<file path="src/rtl/pipe_ctrl_pkg.sv">
// Shared types and defaults for the 5-stage pipeline controller.
// State encoding is fixed so external monitors can decode state_dbg.
package pipe_ctrl_pkg;

    typedef enum logic [1:0] {
        FLUSH    = 2'd0,
        RUN      = 2'd1,
        MEM_WAIT = 2'd2,
        HALT     = 2'd3
    } state_t;

    localparam int DEF_MEM_TIMEOUT = 16;
    localparam int DEF_CNTW        = 16;

endpackage

</file>
<file path="src/rtl/pipe_ctrl_if.sv">
// Hazard inputs from the datapath and register enable/flush controls back to it.
// Data memory: an access completes in the cycle where mem_req and dmem_ready are both high; mem_req without dmem_ready is a wait cycle.
interface pipe_ctrl_if #(parameter int regindex = 5);

    logic [regindex-1:0] id_rs1;
    logic [regindex-1:0] id_rs2;
    logic                id_use_rs1;
    logic                id_use_rs2;
    logic [regindex-1:0] ex_rd;
    logic                ex_memread;
    logic                ex_branch_taken;
    logic                mem_req;
    logic                dmem_ready;

    logic pc_en;
    logic ifid_en;
    logic idex_en;
    logic exmem_en;
    logic memwb_en;
    logic ifid_flush;
    logic idex_flush;
    logic exmem_flush;
    logic memwb_flush;

    modport master (
        output id_rs1, id_rs2, id_use_rs1, id_use_rs2, ex_rd, ex_memread,
               ex_branch_taken, mem_req, dmem_ready,
        input  pc_en, ifid_en, idex_en, exmem_en, memwb_en,
               ifid_flush, idex_flush, exmem_flush, memwb_flush
    );

    modport slave (
        input  id_rs1, id_rs2, id_use_rs1, id_use_rs2, ex_rd, ex_memread,
               ex_branch_taken, mem_req, dmem_ready,
        output pc_en, ifid_en, idex_en, exmem_en, memwb_en,
               ifid_flush, idex_flush, exmem_flush, memwb_flush
    );

endinterface

</file>
<file path="src/rtl/sat_counter.sv">
// Up-counter that sticks at all-ones instead of wrapping.
module sat_counter #(
    parameter int width = 16
) (
    input  logic             clk,
    input  logic             rst,
    input  logic             inc,
    output logic [width-1:0] count
);

    always_ff @(posedge clk or negedge rst) begin
        if (!rst) begin
            count <= '0;
        end else if (inc && (count != '1)) begin
            count <= count + 1'b1;
        end
    end

endmodule

</file>
<file path="src/rtl/pipe_ctrl.sv">
// Pipeline controller: load-use stalls, branch flushes, data-memory waits
// with timeout to a sticky HALT, plus stall/flush statistics.
import pipe_ctrl_pkg::*;

module pipe_ctrl #(
    parameter int regindex    = 5,
    parameter int MEM_TIMEOUT = DEF_MEM_TIMEOUT,
    parameter int CNTW        = DEF_CNTW
) (
    input  logic            clk,
    input  logic            rst,
    pipe_ctrl_if.slave      bus,
    output logic            mem_err,
    output logic [CNTW-1:0] stall_cnt,
    output logic [CNTW-1:0] flush_cnt,
    output state_t          state_dbg
);

    localparam int WW = $clog2(MEM_TIMEOUT + 1);

    state_t        state, state_nxt;
    logic [WW-1:0] wait_cnt, wait_nxt;
    logic          err_nxt;

    logic [regindex-1:0] rs1, rs2, rd;
    logic mem_stall, load_use;
    logic stall_inc, flush_inc;
    logic pc_en, ifid_en, idex_en, exmem_en, memwb_en;
    logic ifid_flush, idex_flush, exmem_flush, memwb_flush;

    assign rs1 = bus.id_rs1;
    assign rs2 = bus.id_rs2;
    assign rd  = bus.ex_rd;

    assign mem_stall = bus.mem_req & ~bus.dmem_ready;
    // x0 is never a real dependency, so a load targeting it cannot stall.
    assign load_use  = bus.ex_memread & (rd != '0) &
                       ((bus.id_use_rs1 & (rs1 == rd)) |
                        (bus.id_use_rs2 & (rs2 == rd)));

    always_ff @(posedge clk or negedge rst) begin
        if (!rst) begin
            state    <= FLUSH;
            wait_cnt <= '0;
            mem_err  <= 1'b0;
        end else begin
            state    <= state_nxt;
            wait_cnt <= wait_nxt;
            mem_err  <= err_nxt;
        end
    end

    always_comb begin
        state_nxt   = state;
        wait_nxt    = wait_cnt;
        err_nxt     = mem_err;
        stall_inc   = 1'b0;
        flush_inc   = 1'b0;
        pc_en       = 1'b0;
        ifid_en     = 1'b0;
        idex_en     = 1'b0;
        exmem_en    = 1'b0;
        memwb_en    = 1'b0;
        ifid_flush  = 1'b0;
        idex_flush  = 1'b0;
        exmem_flush = 1'b0;
        memwb_flush = 1'b0;

        case (state)
            FLUSH: begin
                {ifid_en, idex_en, exmem_en, memwb_en}             = 4'b1111;
                {ifid_flush, idex_flush, exmem_flush, memwb_flush} = 4'b1111;
                state_nxt = RUN;
            end
            RUN, MEM_WAIT: begin
                if (mem_stall) begin
                    // Freeze everything upstream of WB; a pending branch waits here too.
                    memwb_en    = 1'b1;
                    memwb_flush = 1'b1;
                    stall_inc   = 1'b1;
                    if (state == RUN) begin
                        state_nxt = MEM_WAIT;
                        wait_nxt  = WW'(1);
                    end else if (wait_cnt == WW'(MEM_TIMEOUT - 1)) begin
                        state_nxt = HALT;
                        wait_nxt  = '0;
                        err_nxt   = 1'b1;
                    end else begin
                        wait_nxt = wait_cnt + 1'b1;
                    end
                end else begin
                    state_nxt = RUN;
                    wait_nxt  = '0;
                    {pc_en, ifid_en, idex_en, exmem_en, memwb_en} = 5'b11111;
                    if (bus.ex_branch_taken) begin
                        ifid_flush = 1'b1;
                        idex_flush = 1'b1;
                        flush_inc  = 1'b1;
                    end else if (load_use) begin
                        pc_en      = 1'b0;
                        ifid_en    = 1'b0;
                        idex_flush = 1'b1;
                        stall_inc  = 1'b1;
                    end
                end
            end
            default: begin
                state_nxt = HALT;
            end
        endcase
    end

    assign bus.pc_en       = pc_en;
    assign bus.ifid_en     = ifid_en;
    assign bus.idex_en     = idex_en;
    assign bus.exmem_en    = exmem_en;
    assign bus.memwb_en    = memwb_en;
    assign bus.ifid_flush  = ifid_flush;
    assign bus.idex_flush  = idex_flush;
    assign bus.exmem_flush = exmem_flush;
    assign bus.memwb_flush = memwb_flush;
    assign state_dbg       = state;

    sat_counter #(.width(CNTW)) u_stall_cnt (
        .clk   (clk),
        .rst   (rst),
        .inc   (stall_inc),
        .count (stall_cnt)
    );

    sat_counter #(.width(CNTW)) u_flush_cnt (
        .clk   (clk),
        .rst   (rst),
        .inc   (flush_inc),
        .count (flush_cnt)
    );

endmodule

</file>
<file path="src/flat_wrapper.sv">
// flat-port wrapper written by rule: the top's interface ports become plain ports
module pipe_ctrl_flat 
#(
    parameter int regindex    = 5,
    parameter int MEM_TIMEOUT = DEF_MEM_TIMEOUT,
    parameter int CNTW        = DEF_CNTW
)
  (clk, rst, mem_err, stall_cnt, flush_cnt, state_dbg, bus_id_rs1, bus_id_rs2, bus_id_use_rs1, bus_id_use_rs2, bus_ex_rd, bus_ex_memread, bus_ex_branch_taken, bus_mem_req, bus_dmem_ready, bus_pc_en, bus_ifid_en, bus_idex_en, bus_exmem_en, bus_memwb_en, bus_ifid_flush, bus_idex_flush, bus_exmem_flush, bus_memwb_flush);
  pipe_ctrl_if #(.regindex(regindex)) bus_i ();
  input  logic clk;
  input  logic rst;
  output logic mem_err;
  output logic [CNTW-1:0] stall_cnt;
  output logic [CNTW-1:0] flush_cnt;
  output state_t state_dbg;
  input wire logic [$bits(bus_i.id_rs1)-1:0] bus_id_rs1;
  input wire logic [$bits(bus_i.id_rs2)-1:0] bus_id_rs2;
  input wire logic [$bits(bus_i.id_use_rs1)-1:0] bus_id_use_rs1;
  input wire logic [$bits(bus_i.id_use_rs2)-1:0] bus_id_use_rs2;
  input wire logic [$bits(bus_i.ex_rd)-1:0] bus_ex_rd;
  input wire logic [$bits(bus_i.ex_memread)-1:0] bus_ex_memread;
  input wire logic [$bits(bus_i.ex_branch_taken)-1:0] bus_ex_branch_taken;
  input wire logic [$bits(bus_i.mem_req)-1:0] bus_mem_req;
  input wire logic [$bits(bus_i.dmem_ready)-1:0] bus_dmem_ready;
  output wire logic [$bits(bus_i.pc_en)-1:0] bus_pc_en;
  output wire logic [$bits(bus_i.ifid_en)-1:0] bus_ifid_en;
  output wire logic [$bits(bus_i.idex_en)-1:0] bus_idex_en;
  output wire logic [$bits(bus_i.exmem_en)-1:0] bus_exmem_en;
  output wire logic [$bits(bus_i.memwb_en)-1:0] bus_memwb_en;
  output wire logic [$bits(bus_i.ifid_flush)-1:0] bus_ifid_flush;
  output wire logic [$bits(bus_i.idex_flush)-1:0] bus_idex_flush;
  output wire logic [$bits(bus_i.exmem_flush)-1:0] bus_exmem_flush;
  output wire logic [$bits(bus_i.memwb_flush)-1:0] bus_memwb_flush;
  assign bus_i.id_rs1 = bus_id_rs1;
  assign bus_i.id_rs2 = bus_id_rs2;
  assign bus_i.id_use_rs1 = bus_id_use_rs1;
  assign bus_i.id_use_rs2 = bus_id_use_rs2;
  assign bus_i.ex_rd = bus_ex_rd;
  assign bus_i.ex_memread = bus_ex_memread;
  assign bus_i.ex_branch_taken = bus_ex_branch_taken;
  assign bus_i.mem_req = bus_mem_req;
  assign bus_i.dmem_ready = bus_dmem_ready;
  assign bus_pc_en = bus_i.pc_en;
  assign bus_ifid_en = bus_i.ifid_en;
  assign bus_idex_en = bus_i.idex_en;
  assign bus_exmem_en = bus_i.exmem_en;
  assign bus_memwb_en = bus_i.memwb_en;
  assign bus_ifid_flush = bus_i.ifid_flush;
  assign bus_idex_flush = bus_i.idex_flush;
  assign bus_exmem_flush = bus_i.exmem_flush;
  assign bus_memwb_flush = bus_i.memwb_flush;
  pipe_ctrl #(.regindex(regindex), .MEM_TIMEOUT(MEM_TIMEOUT), .CNTW(CNTW)) u_core (.clk(clk), .rst(rst), .bus(bus_i), .mem_err(mem_err), .stall_cnt(stall_cnt), .flush_cnt(flush_cnt), .state_dbg(state_dbg));
endmodule
</file>
<file path="config.mk">
export PLATFORM = sky130hd
export DESIGN_NAME = pipe_ctrl_flat
export DESIGN_NICKNAME = d
export VERILOG_FILES = /design/src/rtl/pipe_ctrl_pkg.sv /design/src/rtl/pipe_ctrl_if.sv /design/src/rtl/sat_counter.sv /design/src/rtl/pipe_ctrl.sv /design/src/flat_wrapper.sv
export SDC_FILE = /design/constraint.sdc
export NUM_CORES = 1
export LEC_CHECK = 0
export BUFFER_PORTS_ARGS = -buffer_cell sky130_fd_sc_hd__buf_2
export CAP_MARGIN = 20
export CORE_UTILIZATION = 55
export CTS_CLUSTER_SIZE = 28
export DETAILED_ROUTE_END_ITERATION = 8
export HOLD_SLACK_MARGIN = 0.1
export PLACE_DENSITY_LB_ADDON = 0.05
export SLEW_MARGIN = 20
export SYNTH_ARGS = -nofsm -noshare
export SYNTH_HDL_FRONTEND = slang
export SYNTH_SLANG_ARGS = --single-unit
</file>
<file path="constraint.sdc">
create_clock -name clk -period 3.4 [get_ports clk]
set_input_delay 0.17 -clock clk [delete_from_list [all_inputs] [get_ports clk]]
set_output_delay 0.17 -clock clk [all_outputs]
set_load 0.01 [all_outputs]
</file>
==> implementation parameters, run 1 <==
Parameter                              Value

Run status
  Outcome ... complete, no violations

Place
  Placer's final routability congestion estimate ... roughly 0.81
  DP HPWL ... roughly 3.3 mm
  Count of buffers inserted at the top-level ports ... 66
  Pre-CTS setup slack ... roughly 0.8 ns
  Total cell area at the placement stage ... about 2600 um^2

STA
  Worst rel slew slack ... 43.2%
  Final worst clock skew ... ~0.0085 ns
  Max Fclk ... between 300 and 400 MHz
  Final Cycle Share ... approximately 78%
  Min Clock Period, post-route ... between 2 and 3 ns
  Final hold violations ... 0
  Fin Setup TNS ... 0 ns
  Worst-margin pin slew ... ~0.85 ns
  Least setup slack across all paths after layout ... around 0.75 ns
  Setup repair after global routing missed its margin ... no
  Final number of max-transition violations ... 0
  Final number of setup-violating endpoints ... 0

Pwr
  Largest voltage drop on the vdd net ... just over 500 uV
  Pwr dens ... 635 nW/um^2
  Leakage ... between 1 and 1.5 nW

Global routing
  Initial antenna violation count ... 0
  Global-route wire length before repair ... 7.22 mm
  Total grt overflow ... 0
  GRT Total Usage ... between 20% and 30%
  Maximum number of pins on one net before global-route repair ... 41
  Number of global-route vias before repair ... ~1700

Yosys
  Syn Std Cell Area ... ~2200 um^2
  Average size of a mapped cell ... about 10 um^2
  Main flop type after synthesis ... sky130_fd_sc_hd__dfrtp_1
  Fraction of registers with async set or reset after synthesis ... 100%
  Number of standard cells after synthesis ... 215
  Part of the Yosys area used for sequential elements ... a little under half
  Number of flops mapped to enable cells by yosys ... 0
  Total of warnings raised by yosys ... 0
  Synth unique cells ... 45
  Total of flip-flops plus latches after synthesis ... 40
  Mapped Nets ... between 200 and 250

Die
  Die Span X ... approximately 65 um
  Floorplan die area ... about 4300 um^2
  Number of core rows ... 22
  I/O pins ... 67
  Starting utilization of the core area ... about 59%
  Core Area ... roughly 3800 um^2
  Die boundary height ... approximately 65 um

Final layout
  Leading cell type in the layout, fill and taps excluded ... sky130_fd_sc_hd__buf_2
  Post-layout utilization of the core ... between 70% and 80%
  Diode count ... 0
  Post-route cell area ... approximately 2700 um^2
  Top library cells by usage in the layout, fill and taps aside ... 66 x sky130_fd_sc_hd__buf_2, 40 x sky130_fd_sc_hd__dfrtp_1, 25 x sky130_fd_sc_hd__xnor2_1
  Fraction of final layout cells with drive strength greater than 1 ... slightly below 30%
  Area Growth Syn to Fin ... 21.6%
  Number of nets at the end of the flow ... approximately 320

Worst hold path
  Class of the tightest hold or removal check ... input port to register

Critical path
  Element type at the critical path end ... register
  Data arrival time of the critical path ... approximately 2.8 ns
  Critical path startpoint category ... register
  Worst-path maximum fanout ... 14
  Setup CP Type ... register to register
  CP Data Required Time ... 3.58 ns

Clock tree
  CTS tree ... done
  Worst-skew pair later-pin latency ... just under 0.3 ns
  Maximum buffer depth of the clock tree ... 2
  CTS root buf ... sky130_fd_sc_hd__clkbuf_8
  Clock buffers created by TritonCTS ... 5
  Number of setup buffers added after CTS ... 0
  Number of clock sinks seen by CTS ... 40
  H-Tree Depth ... 2
  Clock-pin slew reported for the worst setup and hold paths after clock tree synthesis ... around 0.07 ns

Routing
  First-pass detailed-route iteration total ... 4
  Wirelength, routed ... 4.43 mm
  Final antenna-violating net count ... 0
  Total via count in the routed design ... between 1500 and 2000
  Wire per inst ... 13.3 um
  Number of DRC violations after detailed routing ... 0
  Iter 0 DRT Violations ... 55
  Number of vias per cell ... between 5 and 6

Job
  Max-cap check violation count ... 0
-- Yosys cell counts (5+ instances only) --
cell type	count	area (um^2)
sky130_fd_sc_hd__a21oi_1	7	35.0
sky130_fd_sc_hd__dfrtp_1	40	1000
sky130_fd_sc_hd__ha_1	8	100
sky130_fd_sc_hd__inv_1	14	52.6
sky130_fd_sc_hd__nand2_1	18	67.6
sky130_fd_sc_hd__nand3_1	13	65.1
sky130_fd_sc_hd__nand4_1	6	37.5
sky130_fd_sc_hd__nor2_1	10	37.5
sky130_fd_sc_hd__nor3_1	10	50.1
sky130_fd_sc_hd__nor4_1	5	31.3
sky130_fd_sc_hd__xnor2_1	25	219
sky130_fd_sc_hd__xor2_1	16	140
-- repair_timing --
action                                  4_1_cts  5_1_grt
endpoints found under the setup margin        0        0
resized for setup                             0        0
hold buffers                                  1        0
endpoints found under the hold margin        40        0
-- worst max-delay path, cell delays in order, from the launching register on --
cell	delay, ns
sky130_fd_sc_hd__dfrtp_1	0.45
sky130_fd_sc_hd__inv_1	0.09
sky130_fd_sc_hd__ha_1	0.55
sky130_fd_sc_hd__nand3_2	0.21
sky130_fd_sc_hd__a2111oi_4	0.44
sky130_fd_sc_hd__nor3b_4	0.29
sky130_fd_sc_hd__or3b_1	0.38
sky130_fd_sc_hd__xnor2_1	0.13
-- stage by stage --
stage                     hold slack (ns)  power, mW  cells
after global routing                0.300       1.83    334
after detailed placement            0.343       1.34    325
after floorplan                    -0.126       1.10    215
after global placement              0.336       1.32    325
after CTS                           0.284       1.72    334
final                               0.290       1.71    334
-- path summary, 6_finish.rpt --
path                       slack (ns)                            to  depth (start not counted)                   startpoint
setup reg to reg                 0.75  u_core.u_flush_cnt.count[15]                          7          u_core.state_dbg[0]
setup / recovery                 0.75  u_core.u_flush_cnt.count[15]                          7          u_core.state_dbg[0]
min in group asynchronous        0.53   u_core.u_flush_cnt.count[6]                          2                          rst
max in group asynchronous        2.33   u_core.u_stall_cnt.count[1]                          2                          rst
hold reg to reg                  0.49   u_core.u_stall_cnt.count[6]                          1  u_core.u_stall_cnt.count[6]
hold / removal                   0.29            u_core.wait_cnt[2]                          5                  bus_mem_req
-- where the power goes --
part	internal, mW	switching (mW)
Combinational	0.282	0.382
Sequential	0.561	0.107
Clock	0.218	0.160
-- metal layers --
metal	global-route usage, %	vias up	part of all wire, %
met5	0	-	0
met3	5.21	6	6.5
met2	36.2	75	48
met1	27.5	834	44
met4	10.3	0	0.90
li1	-	876	-
-- cells by family after synthesis --
kind of cell | count (synthesis) | share of synthesized area (%)
AOI/OAI and AO/OA | 20 | 6.95
adders and majority gates | 8 | 4.52
DFF | 40 | 45.2
muxes | 2 | 1.02
xor gates and xnor gates | 41 | 16.2
buffers and inverters | 18 | 3.73
and+or+nand+nor | 86 | 22.4
-- sequential cells by signal, summed over array words and instances, names as in the netlist --
signal and flops:
u_core.u_flush_cnt.count 16, u_core.u_stall_cnt.count 16, u_core.wait_cnt 5, u_core.state_dbg 2, u_core.mem_err 1
-- area by class of cell --
type / instances / area, um^2
Clock buffer: 6 / 72.6
Inverter: 14 / 52.6
Timing Repair Buffer: 67 / 340
Multi-Input combinational cell: 157 / 1130
Tap cell: 48 / 60.1
Fill cell: 316 / 1080
Sequential cell: 40 / 1000
Clock inverter: 2 / 35.0
No activity file was read; power rests on OpenSTA's default activity.
==> run 2, diff against run 1 <==
CORE_UTILIZATION = 46   (was 55)
clock period = 2.1 ns   (was 3.4 ns; I/O delays follow)
==> run 2 against run 1 <==
The run now ends with design-rule violations, negative setup slack left. Sequential power is 56% higher. Core utilization down 3.9 points. Via count increased by 2.7%. Non-clock buffer count rose by 27. Fmax grew 25%. Sequential share of layout area decreased by 4.1 points. Wire length rose by 5.7%. Flip-flop and latch count unchanged. Global-route usage down 2.9 points. Worst hold slack worse by 0.082 ns. Combinational power up 110%. Total power up 82%. Critical endpoint is now u_core.u_stall_cnt.count[1]. Largest cell class unchanged.
==> implementation parameters, run 2 (synthesis gave the netlist of run 1 again) <==
Parameter                              Value

Die
  Core Area ... 4500 um^2 (+19%)
  Die boundary height ... 71.4 um (+9.1%)
  Starting utilization of the core area ... 49.2% (-9.6 points)
  Die Span X ... 71.4 um (+9.1%)
  I/O pins ... 67 (unchanged)
  Number of core rows ... 24 (+9.1%)
  Floorplan die area ... 5100 um^2 (+19%)

Clock tree
  Number of clock sinks seen by CTS ... 40 (unchanged)
  Clock-pin slew reported for the worst setup and hold paths after clock tree synthesis ... 0.08 ns (about the same)
  H-Tree Depth ... 2 (unchanged)
  Maximum buffer depth of the clock tree ... 2 (unchanged)
  CTS tree ... done
  Worst-skew pair later-pin latency ... 0.30 ns (about the same)
  Clock buffers created by TritonCTS ... 5 (unchanged)
  CTS root buf ... sky130_fd_sc_hd__clkbuf_8

Job
  Max-cap check violation count ... 0 (unchanged)

Final layout
  Post-Layout Cell Count ... 365 (+9.3%)
  Area Growth Syn to Fin ... 37.3%
  Leading cell type in the layout, fill and taps excluded ... sky130_fd_sc_hd__buf_2
  Post-layout utilization of the core ... 67.5% (-3.9 points)
  Fraction of final layout cells with drive strength greater than 1 ... 41.2% (+12 points)
  Filler cell count ... 374 (+18%)
  Registers with the most flip-flops ... u_core.u_flush_cnt.count: 16 flops, u_core.u_stall_cnt.count: 16 flops, u_core.wait_cnt: 5 flops
  Diode count ... 0 (unchanged)
  Top library cells by usage in the layout, fill and taps aside ... 66 x sky130_fd_sc_hd__buf_2, 37 x sky130_fd_sc_hd__dfrtp_1, 25 x sky130_fd_sc_hd__xnor2_1
  Number of nets at the end of the flow ... 343 (+8.5%)

Critical path
  CP startpoint ... u_core.u_stall_cnt.count[1]
  Category of cells accounting for the largest share of critical-path delay ... simple AND/OR/NAND/NOR gates
  Ordered list of cells on the worst path ... ha_4 -> nand3_4 -> or3_4 -> or2_4 -> nor3_4 -> buf_4 -> nor2_2 -> mux2_4
  Largest incremental delay on the critical path ... 0.41 ns (-0.14 ns)
  Setup CP Type ... register to register
  Element type at the critical path end ... register
  Critical path startpoint category ... register
  Worst r2r src ... u_core.u_stall_cnt.count[1]
  Worst-path maximum fanout ... 3 (-11)
  Total buffers and inverters traversed by the critical path ... 1 (unchanged)
  CP Data Required Time ... 2.29 ns (-1.29 ns)
  Data arrival time of the critical path ... 2.30 ns (-0.52 ns)
  Critical-path cell with the highest stage delay ... sky130_fd_sc_hd__dfrtp_1

Run status
  Violations in the final reports ... design-rule violations, negative setup slack
  Outcome ... complete, but fails checks

Place
  Placed cell count ... 350 (+7.7%)
  DP HPWL ... 3.50 mm (+4.9%)
  Placer's final routability congestion estimate ... 0.817 (+1.1%)
  Count of buffers inserted at the top-level ports ... 66 (unchanged)

Routing
  Final antenna-violating net count ... 0 (unchanged)
  First-pass detailed-route iteration total ... 6 (+2)
  Iter 0 DRT Violations ... 29 (-47%)
  Number of vias per cell ... 5.04 (-6.0%)
  Wirelength, routed ... 4.69 mm (+5.7%)
  Total via count in the routed design ... 1840 (+2.7%)
  Wire per inst ... 12.8 um (-3.3%)
  Number of DRC violations after detailed routing ... 1 (+1)

Worst hold path
  Class of the tightest hold or removal check ... input port to register
  Hold path startpoint ... bus_mem_req

Pwr
  Leakage ... 1.50 nW (+11%)
  Largest voltage drop on the vdd net ... 800 uV (+58%)
  Pwr dens ... 1020 nW/um^2 (+61%)

STA
  Final number of max-transition violations ... 0 (unchanged)
  Setup repair after global routing missed its margin ... yes
  Worst rel slew slack ... 64.9% (+22 points)
  Hold slack ... 0.207 ns (-0.0824 ns)
  Final Cycle Share ... 101% (+23 points)
  Worst-margin pin slew ... 0.526 ns (-0.327 ns)
  Final worst clock skew ... 0.00796 ns (-0.000577 ns)
  Max Fclk ... 472 MHz (+25%)
  Least setup slack across all paths after layout ... -0.0188 ns (-0.773 ns)
  Final hold violations ... 0 (unchanged)
  Final number of setup-violating endpoints ... 1 (+1)
  Fin Setup TNS ... -0.0188 ns (-0.0188 ns)
  Min Clock Period, post-route ... 2.12 ns (-0.527 ns)

Global routing
  Maximum number of pins on one net before global-route repair ... 24 (-41%)
  Number of global-route vias before repair ... 1706 (+2.0%)
  GRT Total Usage ... 19.2% (-2.9 points)
  Global-route wire length before repair ... 7.62 mm (+5.5%)
  Total grt overflow ... 0 (unchanged)
  Initial antenna violation count ... 0 (unchanged)
run 2: worst paths after layout:
path | slack, ns | cells past startpoint | to
max | -0.02 | 8 | u_core.u_stall_cnt.count[1]
min | 0.21 | 5 | u_core.wait_cnt[2]
max reg2reg | -0.02 | 8 | u_core.u_stall_cnt.count[1]
min reg2reg | 0.48 | 1 | u_core.mem_err
max in group asynchronous | 1.15 | 3 | u_core.u_stall_cnt.count[12]
min in group asynchronous | 0.31 | 2 | u_core.mem_err
run 2: final cells by class:
type | instances | area [um^2] | share of cell area, %
sequential | 40 | 1000 | 33.0
clock inverter | 3 | 46.3 | 1.52
multi-input combinational | 157 | 1250 | 41.1
inverter | 14 | 52.6 | 1.73
tap | 52 | 65.1 | 2.14
timing repair buffer | 94 | 554 | 18.2
clock buffer | 5 | 68.8 | 2.26
run 2: repair_timing:
action,4_1_cts,5_1_grt
setup endpoints to repair,1,15
setup buffers,0,6
resized for setup,0,21
endpoints found under the hold margin,22,0
hold buffers,1,0
pin swaps,0,7
run 2: power breakdown:
group / internal (mW) / switching (mW)
Sequential: 0.913 / 0.131
Clock: 0.358 / 0.301
Combinational: 0.675 / 0.735
Total: 1.95 / 1.17
run 2: metrics by stage:
stage / setup slack (ns) / total power, mW / cell area, um^2
6_report: -0.0188 / 3.11 / 3040
5_1_grt: -0.0923 / 3.32 / 3040
4_1_cts: -0.0000582 / 3.00 / 2870
3_5_place_dp: 0.0164 / 2.34 / 2750
3_3_place_gp: 0.112 / 2.32 / 2750
2_1_floorplan: 0.0119 / 1.80 / 2220
run 2: routing by layer:
metal / GRT usage, % / part of all wire, % / wire length, um / vias up
met5: 0 / 0 / 0 / -
met4: 7.56 / 0.75 / 35 / 0
met3: 4.64 / 3.5 / 166 / 2
met2: 31.5 / 51 / 2380 / 47
met1: 24.5 / 45 / 2110 / 852
li1: - / - / - / 939
run 2: tightest hold or removal path, cell delays in order:
cell,delay [ns]
sky130_fd_sc_hd__buf_2,0.12
sky130_fd_sc_hd__nand2b_4,0.08
sky130_fd_sc_hd__o31ai_1,0.06
sky130_fd_sc_hd__nand2_1,0.06
sky130_fd_sc_hd__nand2_1,0.04
